### src/rtl/fft_seq_pkg.sv
// Shared types, default sizing and index helpers for the radix-4 FFT sequencer.
// Helpers work on 32-bit values; callers cast results down to their own widths.
package fft_seq_pkg;

    localparam int unsigned DEF_ADDR_W  = 8;
    localparam int unsigned DEF_N       = 4 << DEF_ADDR_W;
    localparam int unsigned DEF_N_STAGE = (DEF_ADDR_W + 2) / 2;
    localparam int unsigned DEF_STAGE_W = $clog2(DEF_N_STAGE + 1);

    typedef enum logic [2:0] {
        StIdle,
        StLoad,
        StComp,
        StFlush,
        StUnload
    } state_e;

    // Reverse the order of the lowest ndig base-4 digits of idx.
    function automatic logic [31:0] digit_rev4(input logic [31:0] idx, input int ndig);
        logic [31:0] r;
        r = '0;
        for (int i = 0; i < 16; i++) begin
            if (i < ndig) begin
                r = {r[29:0], idx[2*i +: 2]};
            end
        end
        return r;
    endfunction

    function automatic logic [1:0] digit_sum4_mod4(input logic [31:0] g);
        logic [1:0] acc;
        acc = '0;
        for (int i = 0; i < 16; i++) begin
            acc = acc + g[2*i +: 2];
        end
        return acc;
    endfunction

    // Rotate the low w bits of g left by sh (taken modulo w).
    function automatic logic [31:0] rotl(input logic [31:0] g, input int sh, input int w);
        logic [31:0] mask;
        logic [31:0] r;
        int          s;
        s    = sh % w;
        mask = (32'd1 << w) - 32'd1;
        r    = g & mask;
        return ((r << s) | (r >> (w - s))) & mask;
    endfunction

endpackage

### src/rtl/fft_seq_delay.sv
// Fixed-latency shift register carrying the {valid, addr, rot} write tuple.
module fft_seq_delay #(
    parameter int unsigned DEPTH = 6,
    parameter int unsigned W     = 11
) (
    input  logic         clk_i,
    input  logic         rst_ni,
    input  logic [W-1:0] tuple_i,
    output logic [W-1:0] tuple_o
);

    logic [W-1:0] pipe_q [DEPTH];
    logic [W-1:0] pipe_d [DEPTH];

    always_comb begin
        pipe_d[0] = tuple_i;
        for (int i = 1; i < DEPTH; i++) begin
            pipe_d[i] = pipe_q[i-1];
        end
    end

    always_ff @(posedge clk_i or negedge rst_ni) begin
        if (!rst_ni) begin
            for (int i = 0; i < DEPTH; i++) begin
                pipe_q[i] <= '0;
            end
        end else begin
            for (int i = 0; i < DEPTH; i++) begin
                pipe_q[i] <= pipe_d[i];
            end
        end
    end

    assign tuple_o = pipe_q[DEPTH-1];

endmodule

### src/rtl/fft_r4_sequencer.sv
// Control path for an in-place radix-4 FFT over four RAM banks with A/B ping-pong:
// handshaked load, N_STAGE compute passes, handshaked digit-reversed unload.
module fft_r4_sequencer #(
    parameter int unsigned ADDR_W   = fft_seq_pkg::DEF_ADDR_W,
    parameter int unsigned N_STAGE  = (ADDR_W + 2) / 2,
    parameter int unsigned PIPE_LAT = 6,
    parameter int unsigned STAGE_W  = $clog2(N_STAGE + 1)
) (
    input  logic               iCLK,
    input  logic               iRESET,
    input  logic               iSTART,
    input  logic               iIN_VALID,
    output logic               oIN_READY,
    output logic               oOUT_VALID,
    input  logic               iOUT_READY,
    output logic               oOUT_LAST,
    output logic [ADDR_W-1:0]  oADDR_RD,
    output logic [1:0]         oBANK_RD_ROT,
    output logic [ADDR_W-1:0]  oADDR_WR,
    output logic [1:0]         oBANK_WR_ROT,
    output logic [3:0]         oWE_A,
    output logic               oWE_B,
    output logic               oSOURCE_DATA,
    output logic               oSOURCE_CONT,
    output logic [ADDR_W-1:0]  oADDR_COEF,
    output logic               oBUT_TYPE,
    output logic [STAGE_W-1:0] oSTAGE,
    output logic               oBUSY,
    output logic               oRDY
);
    import fft_seq_pkg::*;

    localparam int unsigned CNT_W = ADDR_W + 2;
    localparam int unsigned FL_W  = $clog2(PIPE_LAT + 1);
    localparam int unsigned TUP_W = ADDR_W + 3;
    localparam logic [CNT_W-1:0]   LAST_IDX = {CNT_W{1'b1}};
    localparam logic [ADDR_W-1:0]  LAST_G   = {ADDR_W{1'b1}};
    localparam logic [STAGE_W-1:0] LAST_S   = STAGE_W'(N_STAGE - 1);
    localparam logic [FL_W-1:0]    LAST_F   = FL_W'(PIPE_LAT - 1);

    state_e              state_q, state_d;
    logic [CNT_W-1:0]    k_q, k_d, m_q, m_d;
    logic [ADDR_W-1:0]   g_q, g_d, laddr_q, laddr_d;
    logic [STAGE_W-1:0]  s_q, s_d;
    logic [FL_W-1:0]     f_q, f_d;
    logic [3:0]          lwe_q, lwe_d;
    logic                vld_q, vld_d, rdy_q, rdy_d;
    logic                in_hs, out_hs;

    logic [ADDR_W-1:0]   rd_addr, coef;
    logic [1:0]          rd_rot;
    logic [CNT_W-1:0]    j;
    logic                but_type, src_data;
    logic [TUP_W-1:0]    wr_in, wr_out;

    always_ff @(posedge iCLK or negedge iRESET) begin
        if (!iRESET) begin
            state_q <= StIdle;
            k_q     <= '0;
            m_q     <= '0;
            g_q     <= '0;
            s_q     <= '0;
            f_q     <= '0;
            laddr_q <= '0;
            lwe_q   <= '0;
            vld_q   <= 1'b0;
            rdy_q   <= 1'b0;
        end else begin
            state_q <= state_d;
            k_q     <= k_d;
            m_q     <= m_d;
            g_q     <= g_d;
            s_q     <= s_d;
            f_q     <= f_d;
            laddr_q <= laddr_d;
            lwe_q   <= lwe_d;
            vld_q   <= vld_d;
            rdy_q   <= rdy_d;
        end
    end

    always_comb begin
        state_d = state_q;
        k_d     = k_q;
        m_d     = m_q;
        g_d     = g_q;
        s_d     = s_q;
        f_d     = f_q;
        vld_d   = vld_q;
        rdy_d   = 1'b0;
        lwe_d   = '0;
        laddr_d = '0;
        in_hs   = 1'b0;
        out_hs  = 1'b0;
        unique case (state_q)
            StIdle: begin
                if (iSTART) begin
                    state_d = StLoad;
                    k_d     = '0;
                    s_d     = '0;
                end
            end
            StLoad: begin
                in_hs = iIN_VALID;
                if (in_hs) begin
                    lwe_d   = 4'b0001 << k_q[1:0];
                    laddr_d = k_q[CNT_W-1:2];
                    k_d     = k_q + CNT_W'(1);
                    if (k_q == LAST_IDX) begin
                        k_d     = k_q;
                        state_d = StComp;
                        g_d     = '0;
                        s_d     = '0;
                    end
                end
            end
            StComp: begin
                g_d = g_q + ADDR_W'(1);
                if (g_q == LAST_G) begin
                    g_d     = '0;
                    f_d     = '0;
                    state_d = StFlush;
                end
            end
            StFlush: begin
                f_d = f_q + FL_W'(1);
                if (f_q == LAST_F) begin
                    f_d = '0;
                    if (s_q == LAST_S) begin
                        state_d = StUnload;
                        m_d     = '0;
                        vld_d   = 1'b0;
                    end else begin
                        s_d     = s_q + STAGE_W'(1);
                        state_d = StComp;
                    end
                end
            end
            StUnload: begin
                vld_d  = 1'b1;
                out_hs = vld_q & iOUT_READY;
                if (out_hs) begin
                    if (m_q == LAST_IDX) begin
                        state_d = StIdle;
                        vld_d   = 1'b0;
                        rdy_d   = 1'b1;
                        s_d     = '0;
                    end else begin
                        m_d = m_q + CNT_W'(1);
                    end
                end
            end
            default: state_d = StIdle;
        endcase
    end

    // During unload the RAM address follows m_d so a stalled sample keeps its address.
    always_comb begin
        rd_addr  = '0;
        rd_rot   = '0;
        coef     = '0;
        but_type = 1'b0;
        src_data = 1'b0;
        j        = '0;
        if (state_q == StComp) begin
            rd_addr = ADDR_W'(rotl(32'(g_q), 2 * int'(s_q), int'(ADDR_W)));
            rd_rot  = digit_sum4_mod4(32'(g_q));
            coef    = ADDR_W'(32'(g_q) << (2 * int'(s_q)));
        end else if (state_q == StUnload) begin
            j        = CNT_W'(digit_rev4(32'(m_d), int'(N_STAGE)));
            rd_addr  = j[CNT_W-1:2];
            rd_rot   = j[1:0];
            src_data = 1'(N_STAGE % 2);
        end
        if (state_q == StComp || state_q == StFlush) begin
            src_data = s_q[0];
            but_type = (s_q == LAST_S);
            if (but_type) begin
                coef = '0;
            end
        end
    end

    assign wr_in = (state_q == StComp) ? {1'b1, rd_addr, rd_rot} : '0;

    fft_seq_delay #(
        .DEPTH (PIPE_LAT),
        .W     (TUP_W)
    ) u_wr_delay (
        .clk_i   (iCLK),
        .rst_ni  (iRESET),
        .tuple_i (wr_in),
        .tuple_o (wr_out)
    );

    // Load writes and delayed compute writes never overlap, so their fields are OR-merged.
    assign oWE_A        = lwe_q | {4{wr_out[TUP_W-1] & s_q[0]}};
    assign oWE_B        = wr_out[TUP_W-1] & ~s_q[0];
    assign oADDR_WR     = laddr_q | wr_out[TUP_W-2:2];
    assign oBANK_WR_ROT = wr_out[1:0];
    assign oADDR_RD     = rd_addr;
    assign oBANK_RD_ROT = rd_rot;
    assign oADDR_COEF   = coef;
    assign oBUT_TYPE    = but_type;
    assign oSOURCE_DATA = src_data;
    assign oSOURCE_CONT = (state_q == StLoad) | (|lwe_q);
    assign oIN_READY    = (state_q == StLoad);
    assign oOUT_VALID   = vld_q;
    assign oOUT_LAST    = vld_q & (m_q == LAST_IDX);
    assign oSTAGE       = s_q;
    assign oBUSY        = (state_q != StIdle);
    assign oRDY         = rdy_q;

endmodule

### config.mk
export PLATFORM = sky130hd
export DESIGN_NAME = fft_r4_sequencer
export DESIGN_NICKNAME = d
export VERILOG_FILES = /design/src/rtl/fft_seq_pkg.sv /design/src/rtl/fft_seq_delay.sv /design/src/rtl/fft_r4_sequencer.sv
export SDC_FILE = /design/constraint.sdc
export NUM_CORES = 1
export LEC_CHECK = 0
export BUFFER_PORTS_ARGS = -buffer_cell sky130_fd_sc_hd__buf_4
export CAP_MARGIN = 0
export CORE_MARGIN = 3
export CORE_UTILIZATION = 45
export CTS_CLUSTER_DIAMETER = 150
export DETAILED_ROUTE_END_ITERATION = 8
export GPL_ROUTABILITY_DRIVEN = 0
export PLACE_DENSITY_LB_ADDON = 0.05
export SLEW_MARGIN = 5
export SYNTH_ARGS = -nofsm -noshare
export SYNTH_HDL_FRONTEND = slang
export SYNTH_SLANG_ARGS = --single-unit
### constraint.sdc
create_clock -name iCLK -period 2.3 [get_ports iCLK]
set_input_delay 0.23 -clock iCLK [delete_from_list [all_inputs] [get_ports iCLK]]
set_output_delay 0.23 -clock iCLK [all_outputs]
set_load 0.01 [all_outputs]
==> results.md <==
* Fin crit period at 2.484 ns
* Layout Skew at 0.01286 ns
* First-pass GRT wire length at 19,270 um
* Peak VDD IR at 506.8 uV
* Failing checks: setup timing
* Drt wl/cell at 16.50 um
* DIE HEIGHT at 112.2 um
* Status: finished with violations
* CP max stage delay at 0.55 ns
* Vias at 3,883
* TritonRoute pass-1 iters at 5
* Total gr overflow at 0
* Worst slew pin tran at 0.6296 ns
* Final setup vio count at 2
* Reg-to-reg endpoint: f_q[1]
* Mapped Cells at 469
* Most instantiated cells after synthesis: dfrtp_1 (117), nand2_1 (42), nor2_1 (38)
* Share of layout cells above drive strength 1 at 34.55%
* Required @ worst endpoint at 2.07 ns
* Vias in the first global route at 3,790
* Pin count of the biggest net entering global routing at 44
* Hold path start: iIN_VALID
* Sequential fraction of the synthesis area at 57.68%
* H-tree depth at 4
* Hold slack at 0.2098 ns
* Worst path slowest cell: fa_1
* Diode count at 0
* Crit-path most repeated cell: xnor2_1
* Routed Antenna Nets at 0
* Dpl hpwl at 7691 um
* Slew HR at 57.36%
* Residual DRC at 0
* CTS tree: done
* CTS buffer count at 17
* Later-pin clock latency in the skew report at 0.41 ns
* Initial antenna violation count at 0
* RSZ-0062 raised after global routing: true
* Static leakage at 3.272 nW
* Top FF cell, synth: dfrtp_1
* Initial DRC count at 190
* Synth unique cells at 64
* Crit share post-route at 108.0%
* Hold Vio Cnt, Final at 0
* Hold Path Class: input port to flop
* Total Wirelength at 11,820 um
* Crit Path Class: flop to primary output
* Most frequent cell after synthesis: dfrtp_1
* Layout area overhead at 33.08%
* CP max FO at 2
* Final Instance Area at 6755 um2
* Clock buffer depth at 2
* FF+latch count, synth at 117
* Slew Limit Fails at 0
* Nets at 578
* Post-synth top area cell: dfrtp_1
* Synth warnings at 0
* Initial Utilization at 46.42%
* Mean Syn Cell Area at 10.82 um2
* Worst Hold Depth at 3
* Sink of the worst hold path: lwe_q[3]
* Crit-path cells: fa_1 -> ha_2 -> xnor2_2 -> xnor2_1 -> xnor2_1 -> o22ai_1 -> buf_4
* Max-cap violations at 0
* GRT Resource Usage Total at 19.35%
* CP endpoint kind: primary output
* Crit path arrival time at 2.25 ns
* Post-synth EDFFs at 0
* Fmax achieved at 402.6 MHz
* Clock Root Buffer: clkbuf_16
* Main area contributors after synthesis: dfrtp_1 (58%), nand2_1 (3.1%), nor2_1 (2.8%)
* Placed inst area at 5687 um2
* Asr flop ratio synth at 100.0%
* Row count at 38
* Vias/cell at 5.423
* Register-to-register setup slack at 0.19 ns
* Clock slew at reported path FFs at 0.05 ns
* Pwr/cell area at 781.8 nW/um2
* Critical path startpoint category: flop
* R2R depth at 7
* Setup WS pre-CTS at 0.1735 ns
* Critical R2R Launch: g_q[0]
* IO Pins at 49
* Yosys top cell area share at 57.68%
* Num Clock Sinks at 117
* Fin worst setup slack at -0.1836 ns
* Port Buffers at 48
* Core Region at 10,940 um2
* Full die area at 12,590 um2
* Die W at 112.2 um
* Synthesized area at 5076 um2
* Mapped Nets at 484
[state kept, by name, summed over array words and instances, names as in the netlist]
register,cells
u_wr_delay.pipe_d,55
u_wr_delay.tuple_o,11
k_q,10
m_q,10
g_q,8
laddr_q,8
lwe_q,4
f_q,3
oSTAGE,3
state_q,3
oOUT_VALID,1
oRDY,1
[metrics by stage]
step	instances	setup TNS (ns)	total power, mW	utilization, %
2_1_floorplan	469	0	2.407	-
4_1_cts	702	-0.2816	5.230	59.45
5_1_grt	716	-0.5276	5.506	61.77
6_report	716	-0.2170	5.281	61.77
3_5_place_dp	654	0	2.587	52.00
3_3_place_gp	654	0	2.579	52.00
[report_power, final]
part | switching, mW | internal [mW]
Clock | 0.953 | 1.63
Sequential | 0.0802 | 2.11
Combinational | 0.251 | 0.253
Total | 1.28 | 4.00
[routing by layer]
metal  wire length, um  track usage (%)
met1              5144            25.77
met2              5729            30.47
met3               663            4.960
met4               278            7.853
met5                 0                0
[layout by cell type, fill, tap and decap left out, drive strengths merged, types with 9 or more instances in the layout]
cell	count
dfrtp	117
buf	96
nand2	43
nor2	39
o21ai	32
clkbuf	19
a21oi	19
nand3	16
inv	16
and2	14
nand2b	11
nor3	10
or2	10
xnor2	10
ha	9
[worst max-delay path by stage]
stage / start / endpoint / slack [ns] / cells after the start
2_1_floorplan: oSTAGE[1] / oADDR_RD[0] / 0.07 / 7
3_3_place_gp: g_q[0] / oBANK_RD_ROT[1] / 0.23 / 7
3_5_place_dp: g_q[0] / oBANK_RD_ROT[1] / 0.17 / 7
4_1_cts: g_q[0] / oBANK_RD_ROT[1] / -0.23 / 7
5_1_grt: g_q[0] / oBANK_RD_ROT[1] / -0.28 / 7
6_report: g_q[0] / oBANK_RD_ROT[1] / -0.18 / 7
[what timing repair did]
action,in CTS,in global routing
hold endpoints to repair,40,0
buffers inserted,15,13
endpoints found under the setup margin,11,11
resized for setup,30,32
hold buffers,1,0
gates cloned,0,1
pin swaps,11,9
[final cells by class]
| class | count | area [um2] |
|---|---|---|
| Clock inverter | 14 | 151.4 |
| Inverter | 13 | 56.30 |
| Sequential cell | 117 | 2938 |
| Clock buffer | 18 | 439.2 |
| Timing Repair Buffer | 99 | 817.0 |
| Multi-Input combinational cell | 315 | 2178 |
| Tap cell | 140 | 175.2 |
| Fill cell | 904 | 4180 |
[critical path: cells and delay by family, from the launching register on]
family | cells | cell delay [ns]
AOI/OAI and AO/OA | 1 | 0.11
xor gates and xnor gates | 3 | 0.43
adders and majority gates | 2 | 0.75
buffers and inverters | 1 | 0.15
DFF | 1 | 0.39
[logic make-up after synthesis]
group / share of synthesized area (%)
mux: 2.736
fa+ha+maj: 2.613
simple gates: 18.36
compound gates: 12.60
xor+xnor: 2.933
buf+inv: 3.081
flops: 57.68
No activity file was read; power rests on OpenSTA's default activity.
